==> src/rtl/cpu_sequencer.sv <==
// rtl/cpu_sequencer.sv - multi-cycle fetch/decode/execute/writeback sequencer for the 16-bit CPU
module cpu_sequencer #(
    parameter int MEM_TIMEOUT = 16,
    parameter int TO_W        = 5
) (
    input  logic       clk,
    input  logic       rst_n,
    input  logic       en,
    input  logic [3:0] mem_rdata_op,
    input  logic       zero_flag,
    input  logic       mem_ack,
    output logic       mem_req,
    output logic       mem_we,
    output logic [1:0] mem_addr_sel,
    output logic       ir_load,
    output logic       imm_load,
    output logic       op1_load,
    output logic       op2_load,
    output logic [2:0] alu_op,
    output logic       reg_load,
    output logic       pc_inc,
    output logic       pc_load,
    output logic       halted,
    output logic       bus_err,
    output logic       illegal,
    output logic [2:0] state_dbg
);

    typedef enum logic [2:0] {
        IDLE   = 3'd0,
        FETCH  = 3'd1,
        DECODE = 3'd2,
        IMM    = 3'd3,
        EXEC   = 3'd4,
        MEM    = 3'd5,
        WB     = 3'd6,
        HALT   = 3'd7
    } state_t;

    localparam logic [3:0] OP_MVI = 4'b0001;
    localparam logic [3:0] OP_LD  = 4'b1000;
    localparam logic [3:0] OP_ST  = 4'b1001;
    localparam logic [3:0] OP_JMP = 4'b1010;
    localparam logic [3:0] OP_JZ  = 4'b1011;
    localparam logic [3:0] OP_HLT = 4'b1111;
    localparam logic [TO_W-1:0] TO_LAST = TO_W'(MEM_TIMEOUT - 1);

    state_t          state;
    logic [3:0]      opcode;
    logic [TO_W-1:0] to_cnt;
    logic            ack_ok;

    // An ack in the same cycle that en drops is discarded along with the request.
    assign ack_ok = mem_ack && en;

    always_ff @(posedge clk or negedge rst_n) begin
        if (!rst_n) begin
            state   <= IDLE;
            opcode  <= 4'b0000;
            to_cnt  <= '0;
            bus_err <= 1'b0;
        end else if (state != HALT && !en) begin
            state  <= IDLE;
            to_cnt <= '0;
        end else begin
            case (state)
                IDLE:   state <= FETCH;
                FETCH, IMM, MEM: begin
                    // Ack wins over a timeout landing in the same cycle.
                    if (mem_ack) begin
                        to_cnt <= '0;
                        case (state)
                            FETCH: begin
                                opcode <= mem_rdata_op;
                                state  <= DECODE;
                            end
                            IMM:     state <= WB;
                            default: state <= (opcode == OP_ST) ? FETCH : WB;
                        endcase
                    end else if (to_cnt == TO_LAST) begin
                        bus_err <= 1'b1;
                        state   <= HALT;
                    end else begin
                        to_cnt <= to_cnt + 1'b1;
                    end
                end
                DECODE: begin
                    case (opcode)
                        OP_MVI:       state <= IMM;
                        OP_LD, OP_ST: state <= MEM;
                        OP_HLT:       state <= HALT;
                        default:      state <= EXEC;
                    endcase
                end
                EXEC:    state <= opcode[3] ? FETCH : WB;
                WB:      state <= FETCH;
                default: state <= HALT;
            endcase
        end
    end

    always_comb begin
        mem_req      = 1'b0;
        mem_we       = 1'b0;
        mem_addr_sel = 2'b00;
        ir_load      = 1'b0;
        imm_load     = 1'b0;
        op1_load     = 1'b0;
        op2_load     = 1'b0;
        alu_op       = 3'b000;
        reg_load     = 1'b0;
        pc_inc       = 1'b0;
        pc_load      = 1'b0;
        halted       = 1'b0;
        illegal      = 1'b0;
        case (state)
            FETCH: begin
                mem_req = 1'b1;
                ir_load = ack_ok;
                pc_inc  = ack_ok;
            end
            IMM: begin
                mem_req      = 1'b1;
                mem_addr_sel = 2'b01;
                imm_load     = ack_ok;
                pc_inc       = ack_ok;
            end
            MEM: begin
                mem_req      = 1'b1;
                mem_addr_sel = 2'b10;
                mem_we       = (opcode == OP_ST);
            end
            DECODE: begin
                op1_load = 1'b1;
                op2_load = 1'b1;
            end
            EXEC: begin
                if (!opcode[3])
                    alu_op = opcode[2:0];
                else if (opcode == OP_JMP)
                    pc_load = 1'b1;
                else if (opcode == OP_JZ)
                    pc_load = zero_flag;
                else
                    illegal = 1'b1;
            end
            WB:      reg_load = 1'b1;
            HALT:    halted   = 1'b1;
            default: ;
        endcase
    end

    assign state_dbg = state;

endmodule

==> config.mk <==
export PLATFORM = sky130hd
export DESIGN_NAME = cpu_sequencer
export DESIGN_NICKNAME = d
export VERILOG_FILES = /design/src/rtl/cpu_sequencer.sv
export SDC_FILE = /design/constraint.sdc
export NUM_CORES = 1
export LEC_CHECK = 0
export CAP_MARGIN = 40
export CELL_PAD_IN_SITES_DETAIL_PLACEMENT = 1
export CELL_PAD_IN_SITES_GLOBAL_PLACEMENT = 1
export CORE_ASPECT_RATIO = 0.6
export CORE_UTILIZATION = 30
export DETAILED_ROUTE_END_ITERATION = 6
export DONT_BUFFER_PORTS = 1
export GPL_ROUTABILITY_DRIVEN = 0
export PLACE_DENSITY_LB_ADDON = 0.12
export REMOVE_ABC_BUFFERS = 1
export SLEW_MARGIN = 20
export SYNTH_ARGS = -nofsm -noshare
export SYNTH_HDL_FRONTEND = slang
export SYNTH_SLANG_ARGS = --single-unit
==> constraint.sdc <==
create_clock -name clk -period 4.5 [get_ports clk]
set_clock_uncertainty 0.2 [all_clocks]
set_input_delay 0.45 -clock clk [delete_from_list [all_inputs] [get_ports clk]]
set_output_delay 0.45 -clock clk [all_outputs]
set_load 0.05 [all_outputs]
==> Word level (Yosys, flattened, before mapping) <==
Index checks and enable logic that the tools add are counted.
{ "op_classes": {"n_addsub": 1, "n_eq_ne": 17, "muxes": 31, "bitwise": 2, "n_reduce_logical": 12} }
{ "ops": {"columns": ["op", "n"], "rows": [
  ["2-to-1 mux 3 bit", 7],
  ["== test 4 bit (second input constant)", 5],
  ["2-to-1 mux 5 bit", 4],
  ["2-to-1 mux 1 bit", 16],
  ["== test 3 bit (second input constant)", 4],
  ["one-hot mux 3 bit (4 select lines)", 1],
  ["one-hot mux 3 bit (3 select lines)", 1],
  ["AND reduction 4 bit", 2],
  ["== test 3 x 2 -> 1 bit (second input constant)", 2],
  ["!= test 3 bit (second input constant)", 2],
  ["one-hot mux 3 bit (2 select lines)", 1],
  ["OR reduction 2 bit", 3],
  ["adder 5 x 1 -> 5 bit (second input constant)", 1],
  ["== test 5 x 4 -> 1 bit (second input constant)", 1],
  ["== test 4 x 1 -> 1 bit (second input constant)", 1],
  ["!= test 4 x 1 -> 1 bit (second input constant)", 1],
  ["one-hot mux 2 bit (2 select lines)", 1],
  ["== test 3 x 1 -> 1 bit (second input constant)", 1],
  ["zero test 3 bit", 1],
  ["OR reduction 3 bit", 1],
  ["logical AND 1 bit", 2],
  ["inverter 1 bit", 2],
  ["AND reduction 2 bit", 1],
  ["nonzero test 2 bit", 1],
  ["zero test 1 bit", 1]
]} }
{ "totals": {"reg_bits": 13, "inputBits": 9, "output_inout_bits": 20, "word_cells": 67} }

==> Depth between registers and ports, before layout <==
Gate-level depths: netlist of run 1.
{ "logic_depth": {"word_depth": 6, "mapped_depth": 8, "ltp_nobuf": 7} }

==> Least setup slack after synthesis of run 1 <==
Ideal clock, no wire load.
{ "synth_path": {"path_kind": "reg-to-output", "from": "register state[2] (netlist: state_dbg[2])", "to": "output port pc_load", "arrival_ps": 2927, "required_time_ps": 3850, "setup_slack_ps": 923, "path_stages_with_launch": 5, "n_path_buf": 1, "cell_sequence": "dfrtp_1 -> clkbuf_1 -> nor2b_1 -> nand3_1 -> nor4b_1"} }
{ "synth_between": {"elab_chain_len": 2} }
{ "synth_rtl": {"columns": ["element", "line_no", "rtl"], "rows": [
  ["from (decl)", "48", "state_t state;"],
  ["from (signal assigned)", "78", "default: state <= (opcode == OP_ST) ? FETCH : WB;"],
  ["from (signal assigned)", "95", "EXEC: state <= opcode[3] ? FETCH : WB;"],
  ["== test 3 bit", "116", "case (state)"],
  ["2-to-1 mux 1 bit", "116", null],
  ["to (decl)", "22", "output logic pc_load,"]
]} }
Every way passes these cells.

==> Worst setup path after layout of run 1 <==
{ "layout_path": {"from": "register state[0] (netlist: state_dbg[0])", "to": "output port mem_we"} }
{ "layout_between": {"elab_chain_len": 2} }
{ "layout_rtl": {"columns": ["element", "line_no", "rtl"], "rows": [
  ["== test 3 bit", "116", null],
  ["2-to-1 mux 1 bit", "116", null],
  ["to (decl)", "13", "output logic mem_we,"]
]} }
Every way passes these cells.

==> summary.md, run 1 <==
* finished clean — status
* 0.0271 — arithmetic-cell share of the synthesized area counting full adders, half adders and majority gates
* 1.94 ns — slack of the worst reg-to-reg path
* 3.74 mm — first-pass GRT wire length
* 11 — largest driver fanout on the critical path
* 2.30 mm — Routed Wire Length
* 149 — number of cells in the design after placement
* 3.85 ns — Required @ worst endpoint
* 981 um2 — placed inst area
* 1.00 — FFs w/ async S/R, synth
* yes — clock tree from TritonCTS
* 15 — number of placement rows
* simple AND/OR/NAND/NOR gates — main combinational cell family by area after synthesis
* 1.75 mm — detailed placer's ending HPWL
* 345 MHz — Max Clk Rate
* 51 — first-iteration detailed-routing DRC count
* 0.138 ns — Hold Worst Slack
* dfrtp_1 — dominant register cell in the synthesized netlist
* 73.6 um — Die Wd
* 325 um2 — sequential standard cell area
* 14.9 um — Wirelength per Cell
* 4 — router iterations before antenna repair
* flip-flop to output pin — Worst Path Class, Setup
* 0 — remaining antenna violation count
* 0 — antenna diode count
* mem_rdata_op[0] — critical hold path startpoint
* 0.363 — final core utilization
* dfrtp_1 — area leader, netlist
* 0.352 — sequential element share of the synthesized area
* 3310 um2 — total die area
* 0.24 ns — insertion delay to the later sink of the worst-skew pair
* 0.152 — global routing usage summed across all routing layers
* 2890 um2 — core area
* 8.32 um2 — syn avg cell area
* 0 — Hold Vio Cnt, Final
* 0 — number of pins exceeding their max-slew limit in the final report
* 155 — Finished Layout Cells
* 0.645 — post-route clock period utilization
* 923 um2 — cell area after synthesis
* 13 — total clock sinks
* 0.883 ns — transition time at the pin with the least slew margin
* 0.352 — fraction of synthesized cell area taken by the top area cell type
* 13.6% — area added between synthesis and finish
* 0 — number of max-cap violations
* 429 nW/um2 — Pwr Density
* output pin — kind of end point of the critical path
* 6 — number of cells on the worst reg-to-reg path
* 0 — initial antenna violation count
* clkbuf_8 — clock root buffer master
* 37 — number of distinct library cell variants in the gate-level netlist after synthesis
* 1 — Hold Path Depth
* 2.90 ns — minimum period implied by the final worst setup slack
* 2 — number of buffers on the longest clock path
* 0 — xor and xnor fraction of the mapped netlist area
* 2.25 ns — WP data arrival
* 0.449 mW — Power, Total
* 0.0488 — mux share of post-synthesis cell area
* dfrtp_1, mux2_1, nand2_1 — synth top area cells
* 1.60 ns — Worst Setup Slack, final
* flip-flop — nature of the critical path startpoint
* 0 — overall overflow remaining after global route
* 0 — count of flip-flops with a built-in enable after synthesis
* 0 — Setup-failing EPs final
* 0 — count of yosys warnings during synthesis
* 0 — number of input and output port buffers inserted
* 0.319 — initial core utilization
* 1050 um2 — final std cell area, no fill
* 761 — vias in the first global route
* primary input to flip-flop — class of the worst hold path
* 0 ns — final sum of negative setup slack
* 358 — fillers
* 111 — synthesized instance count
* 125 — Final #Nets
* 814 — count of vias placed by the detailed router
* 0 — total setup buffers inserted after CTS
* 13 — flip-flop and latch count after synthesis
* opcode[2]$_DFFE_PN0P_ — critical register-to-register path endpoint
* 45.0 um — vertical die dimension
* 0.448 nW — Static Leakage
* opcode[0]$_DFFE_PN0P_ — hold-critical path endpoint
* 0.308 — simple logic cell fraction of the synthesized area
* 0.133 — fraction of final layout cells with drive strength greater than 1
* 3 — cts bufs inserted
* 1 — Clock H-tree levels
* state_dbg[0]$_DFFE_PN0P_ — launch instance of the worst register-to-register path
* 5.25 — drt via density
* 0.409 — worst rel slew slack
* 539 um2 — Multi-input gate area
* 0.186 — synthesized-area fraction occupied by ao, oa, aoi and oai cells
* 0.06 ns — clock transition at the register clock pins on the worst setup and hold paths after CTS
* 29 — top-level port count
* 1.85 ns — pre-CTS worst setup slack
* no — RSZ-0062 raised after global routing
* 0 — DRC errors left
* 16 — maximum number of pins on one net before global-route repair
* 0.318 mV — maximum VDD drop
[cell usage in the layout, fill, tap and decap left out, types with 2 or more instances in the layout]
master    netlist  routed
and3_1          6       6
buf_6           2       2
ha_1            2       2
dfrtp_1        13      13
a21o_1          3       3
buf_4           1       5
mux2_1          4       4
o21ai_0         3       3
inv_1           3       3
a41oi_1         2       2
a21oi_1         7       7
o22ai_1         2       2
nor2b_1         4       4
nand3_1         2       2
or3_1           3       3
clkbuf_8        0       3
nand2b_1        3       3
nand3b_1        2       2
nor2_1         11      10
a31oi_1         4       4
nand2_1        11      11
[sequential cells by signal (all words and copies together), names as in the netlist]
register,flops
opcode,4
bus_err,1
state_dbg,3
to_cnt,5
[power by group]
group / total (mW) / switching [mW] / internal (mW)
clock network: 0.104 / 0.0433 / 0.0611
registers: 0.207 / 0.0683 / 0.139
logic: 0.138 / 0.0910 / 0.0470
[area by class of cell]
cell class,count,area share
inverter,4,0.0143
multi-input combinational,84,0.514
sequential,13,0.310
timing repair buffer,8,0.0668
tap,42,0.0501
clock inverter,1,0.00477
clock buffer,3,0.0394
[kinds of logic (layout without fill, tap and decap cells)]
family / after synthesis / after routing
adders and majority gates: 2 / 2
DFF: 13 / 13
buffers and inverters: 14 / 16
and+or+nand+nor: 52 / 52
muxes: 4 / 4
AOI/OAI and AO/OA: 26 / 26
[synthesized netlist by cell type (all sizes together) (3+ instances only)]
cell type and instances:
a21oi 7, clkbuf 5, a21o 3, mux2 4
or3 3, dfrtp 13, nand2 11, and3 6
nand2b 3, nor2b 4, inv 4, buf 5
o21ai 3, nor2 11, a31oi 4
[layer usage]
layer  share of wire  up-vias  global-route usage  wire length (um)
li1                -      404                   -                 -
met5               0        -                   0                 0
met4               0        0              0.0231                 0
met1            0.53      387               0.232              1210
met2            0.40       23               0.206               915
met3           0.076        0              0.0558               175
[how the worst max path moves through the flow]
stage,from,end,slack (ns)
final,state_dbg[0]$_DFFE_PN0P_,mem_we,1.60
after global routing,state_dbg[0]$_DFFE_PN0P_,mem_we,1.49
after floorplan,state_dbg[0]$_DFFE_PN0P_,opcode[0]$_DFFE_PN0P_,0.66
after global placement,state_dbg[2]$_DFFE_PN0P_,illegal,1.74
after detailed placement,state_dbg[0]$_DFFE_PN0P_,mem_we,1.85
after CTS,state_dbg[0]$_DFFE_PN0P_,mem_we,1.58
[critical path, cell delays in order (launching register included)]
cell and delay, ns:
dfrtp_1 0.82, inv_1 0.28, nor2_1 0.17, buf_4 0.21, and4_1 0.53
[timing repair]
item / 4_1_cts / 5_1_grt
hold endpoints to repair: 13 / 0
resized for setup: 0 / 0
hold buffers: 1 / 0
Note: power is estimated with default switching activity, not from simulation.
==> inputs of run 2 (changes only) <==
clock period = 2.5 ns   (was 4.5 ns; I/O delays follow)
==> run 2 against run 1 <==
Compared with the run above: die area stayed put; critical path depth grew 1; via count is 7.2% higher; highest routed layer unchanged; flip-flop and latch count is the same; clock-buffer cell count stayed put; critical path type unchanged.
==> summary.md, run 2 (synthesis gave the netlist of run 1 again) <==
* finished clean — status
* 445 MHz — Max Clk Rate
* 3310 um2 — total die area, unchanged
* flip-flop to output pin — Worst Path Class, Setup
* 2890 um2 — core area, unchanged
* clkbuf_8 — clock root buffer master
* no — RSZ-0062 raised after global routing
* 0 — DRC errors left, unchanged
* 0 — overall overflow remaining after global route, unchanged
* 7 — hold buffers post-CTS, +6
* 15.1 um — Wirelength per Cell, +1.9%
* 2 — number of buffers on the longest clock path, unchanged
* 0.899 — post-route clock period utilization
* 45 — first-iteration detailed-routing DRC count, -12%
* 0.522 nW — Static Leakage, +17%
* to_cnt — register bank with the most flops
* 873 — count of vias placed by the detailed router, +7.2%
* 2.58 mm — Routed Wire Length, +12%
* 0 — post-cts repair resize count, unchanged
* 0 — Setup-failing EPs final, unchanged
* 3.93 mm — first-pass GRT wire length, +5.2%
* 3 — Crit path buffers/inverters, +1
* 0.162 — global routing usage summed across all routing layers, +0.0104
* flip-flop — nature of the critical path startpoint
* 2.25 ns — minimum period implied by the final worst setup slack
* 2.05 ns — Required @ worst endpoint, -1.80 ns
* 157 — number of cells in the design after placement, +5.4%
* output pin — kind of end point of the critical path
* yes — clock tree from TritonCTS
* 0 — Hold Vio Cnt, Final, unchanged
* dfrtp_1 — most common library cell in the layout ignoring fill and taps
* 693 nW/um2 — Pwr Density, +62%
* 0 — number of pins exceeding their max-slew limit in the final report, unchanged
* 0 — antenna diode count, unchanged
* 0.06 ns — clock transition at the register clock pins on the worst setup and hold paths after CTS, about the same
* 5.14 — drt via density, -2.2%
* 1.87 mm — detailed placer's ending HPWL, +6.3%
* 4 — router iterations before antenna repair, unchanged
* 0 — initial antenna violation count, unchanged
* 0 — number of input and output port buffers inserted, unchanged
* buf_4 — crit-path most repeated cell
* 0.600 ns — transition time at the pin with the least slew margin, -0.283 ns
* primary input to flip-flop — class of the worst hold path
* 15 — maximum number of pins on one net before global-route repair, -1
* 7 — largest driver fanout on the critical path, -4
* 0.44 ns — largest stage delay on the critical path, -0.38 ns
* 0.599 — worst rel slew slack, +0.190
* 1060 um2 — placed inst area, +8.3%
* 0 — number of max-cap violations, unchanged
* 140 — Final #Nets, +12%
* 0 — remaining antenna violation count, unchanged
* 0 — total setup buffers inserted after CTS, unchanged
* 794 — vias in the first global route, +4.3%
* 73.6 um — Die Wd, unchanged
* 29 — top-level port count, unchanged
* 13 — total clock sinks, unchanged
* 0.356 mV — maximum VDD drop, +12%
* 1 — Clock H-tree levels, unchanged
* dfrtp_1, buf_4, nand2_1, nor2_1, dlygate4sd3_1 — most used cells in the layout excluding fill and tap cells
* dfrtp_1 — Max stage delay cell, worst path
* 170 — Finished Layout Cells, +9.7%
* 1200 um2 — final std cell area, no fill, +14%
* buffers and inverters — category of cells accounting for the largest share of critical-path delay
* 0.319 — initial core utilization, unchanged
* 1.80 ns — WP data arrival, -0.45 ns
* 45.0 um — vertical die dimension, unchanged
* 0.24 ns — insertion delay to the later sink of the worst-skew pair, about the same
* 15 — number of placement rows, unchanged
* buf_4 > inv_1 > nand3_1 > nor4b_2 > buf_4 — cell-by-cell listing of the critical path
* 0.172 — fraction of final layout cells with drive strength greater than 1, +0.0391
* 3 — cts bufs inserted, unchanged
* 5 — number of flip-flops in the largest register, unchanged
* 29.8% — area added between synthesis and finish
-- run 2: changes by cell type in the layout (fill, tap and decap cells not counted), sizes merged --
| cell | change |
|---|---|
| dlygate4sd3 | +8 |
| buf | +7 |
-- run 2: stage by stage --
step / setup slack [ns] / utilization / hold slack (ns) / power, mW / TNS [ns]
3_5_place_dp: 0.272 / 0.368 / -0.245 / 0.632 / 0
3_3_place_gp: 0.352 / 0.368 / -0.245 / 0.624 / 0
6_report: 0.252 / 0.415 / 0.00449 / 0.831 / 0
2_1_floorplan: -1.34 / - / -0.246 / 0.528 / -8.97
4_1_cts: 0.247 / 0.408 / 0.000637 / 0.836 / 0
5_1_grt: 0.151 / 0.415 / 0.00530 / 0.885 / 0
-- run 2: path summary, 6_finish.rpt --
kind,startpoint,to,slack (ns),cells past startpoint
worst max-delay path,state_dbg[0]$_DFFE_PN0P_,pc_load,0.25,5
worst min-delay path,mem_ack,to_cnt[3]$_DFFE_PN0P_,0.004,2
worst max register to register,to_cnt[0]$_DFFE_PN0P_,to_cnt[3]$_DFFE_PN0P_,0.27,6
worst min register to register,to_cnt[4]$_DFFE_PN0P_,to_cnt[4]$_DFFE_PN0P_,0.34,2
max in group asynchronous,rst_n,to_cnt[0]$_DFFE_PN0P_,1.45,1
min in group asynchronous,rst_n,to_cnt[3]$_DFFE_PN0P_,0.26,1
-- run 2: per-layer routing --
| metal | routed length [um] | global-route usage | part of all wire |
|---|---|---|---|
| met5 | 0 | 0 | 0 |
| met1 | 1420 | 0.249 | 0.55 |
| met4 | 0 | 0.0115 | 0 |
| met2 | 1030 | 0.224 | 0.40 |
| met3 | 125 | 0.0580 | 0.049 |
-- run 2: report_power, final --
group          switching, mW  internal [mW]  leakage [nW]  total (mW)
Combinational          0.193          0.101         0.326       0.295
Sequential             0.100          0.250         0.170       0.350
Clock                 0.0758          0.110        0.0255       0.186
Total                  0.369          0.462         0.522       0.831
-- run 2: cell type report --
class / count / area [um2]
Fill cell: 356 / 1690
Clock buffer: 3 / 41.3
Clock inverter: 1 / 5.00
Tap cell: 42 / 52.6
Multi-Input combinational cell: 84 / 539
Sequential cell: 13 / 325
Timing Repair Buffer: 23 / 220
Inverter: 4 / 15.0
-- run 2: worst reg2reg max path, stage by stage, from the launching register on --
cell,delay [ns]
dfrtp_1,0.43
ha_1,0.23
and3_1,0.18
ha_1,0.30
nand4b_1,0.24
or4_1,0.41
a31oi_1,0.17
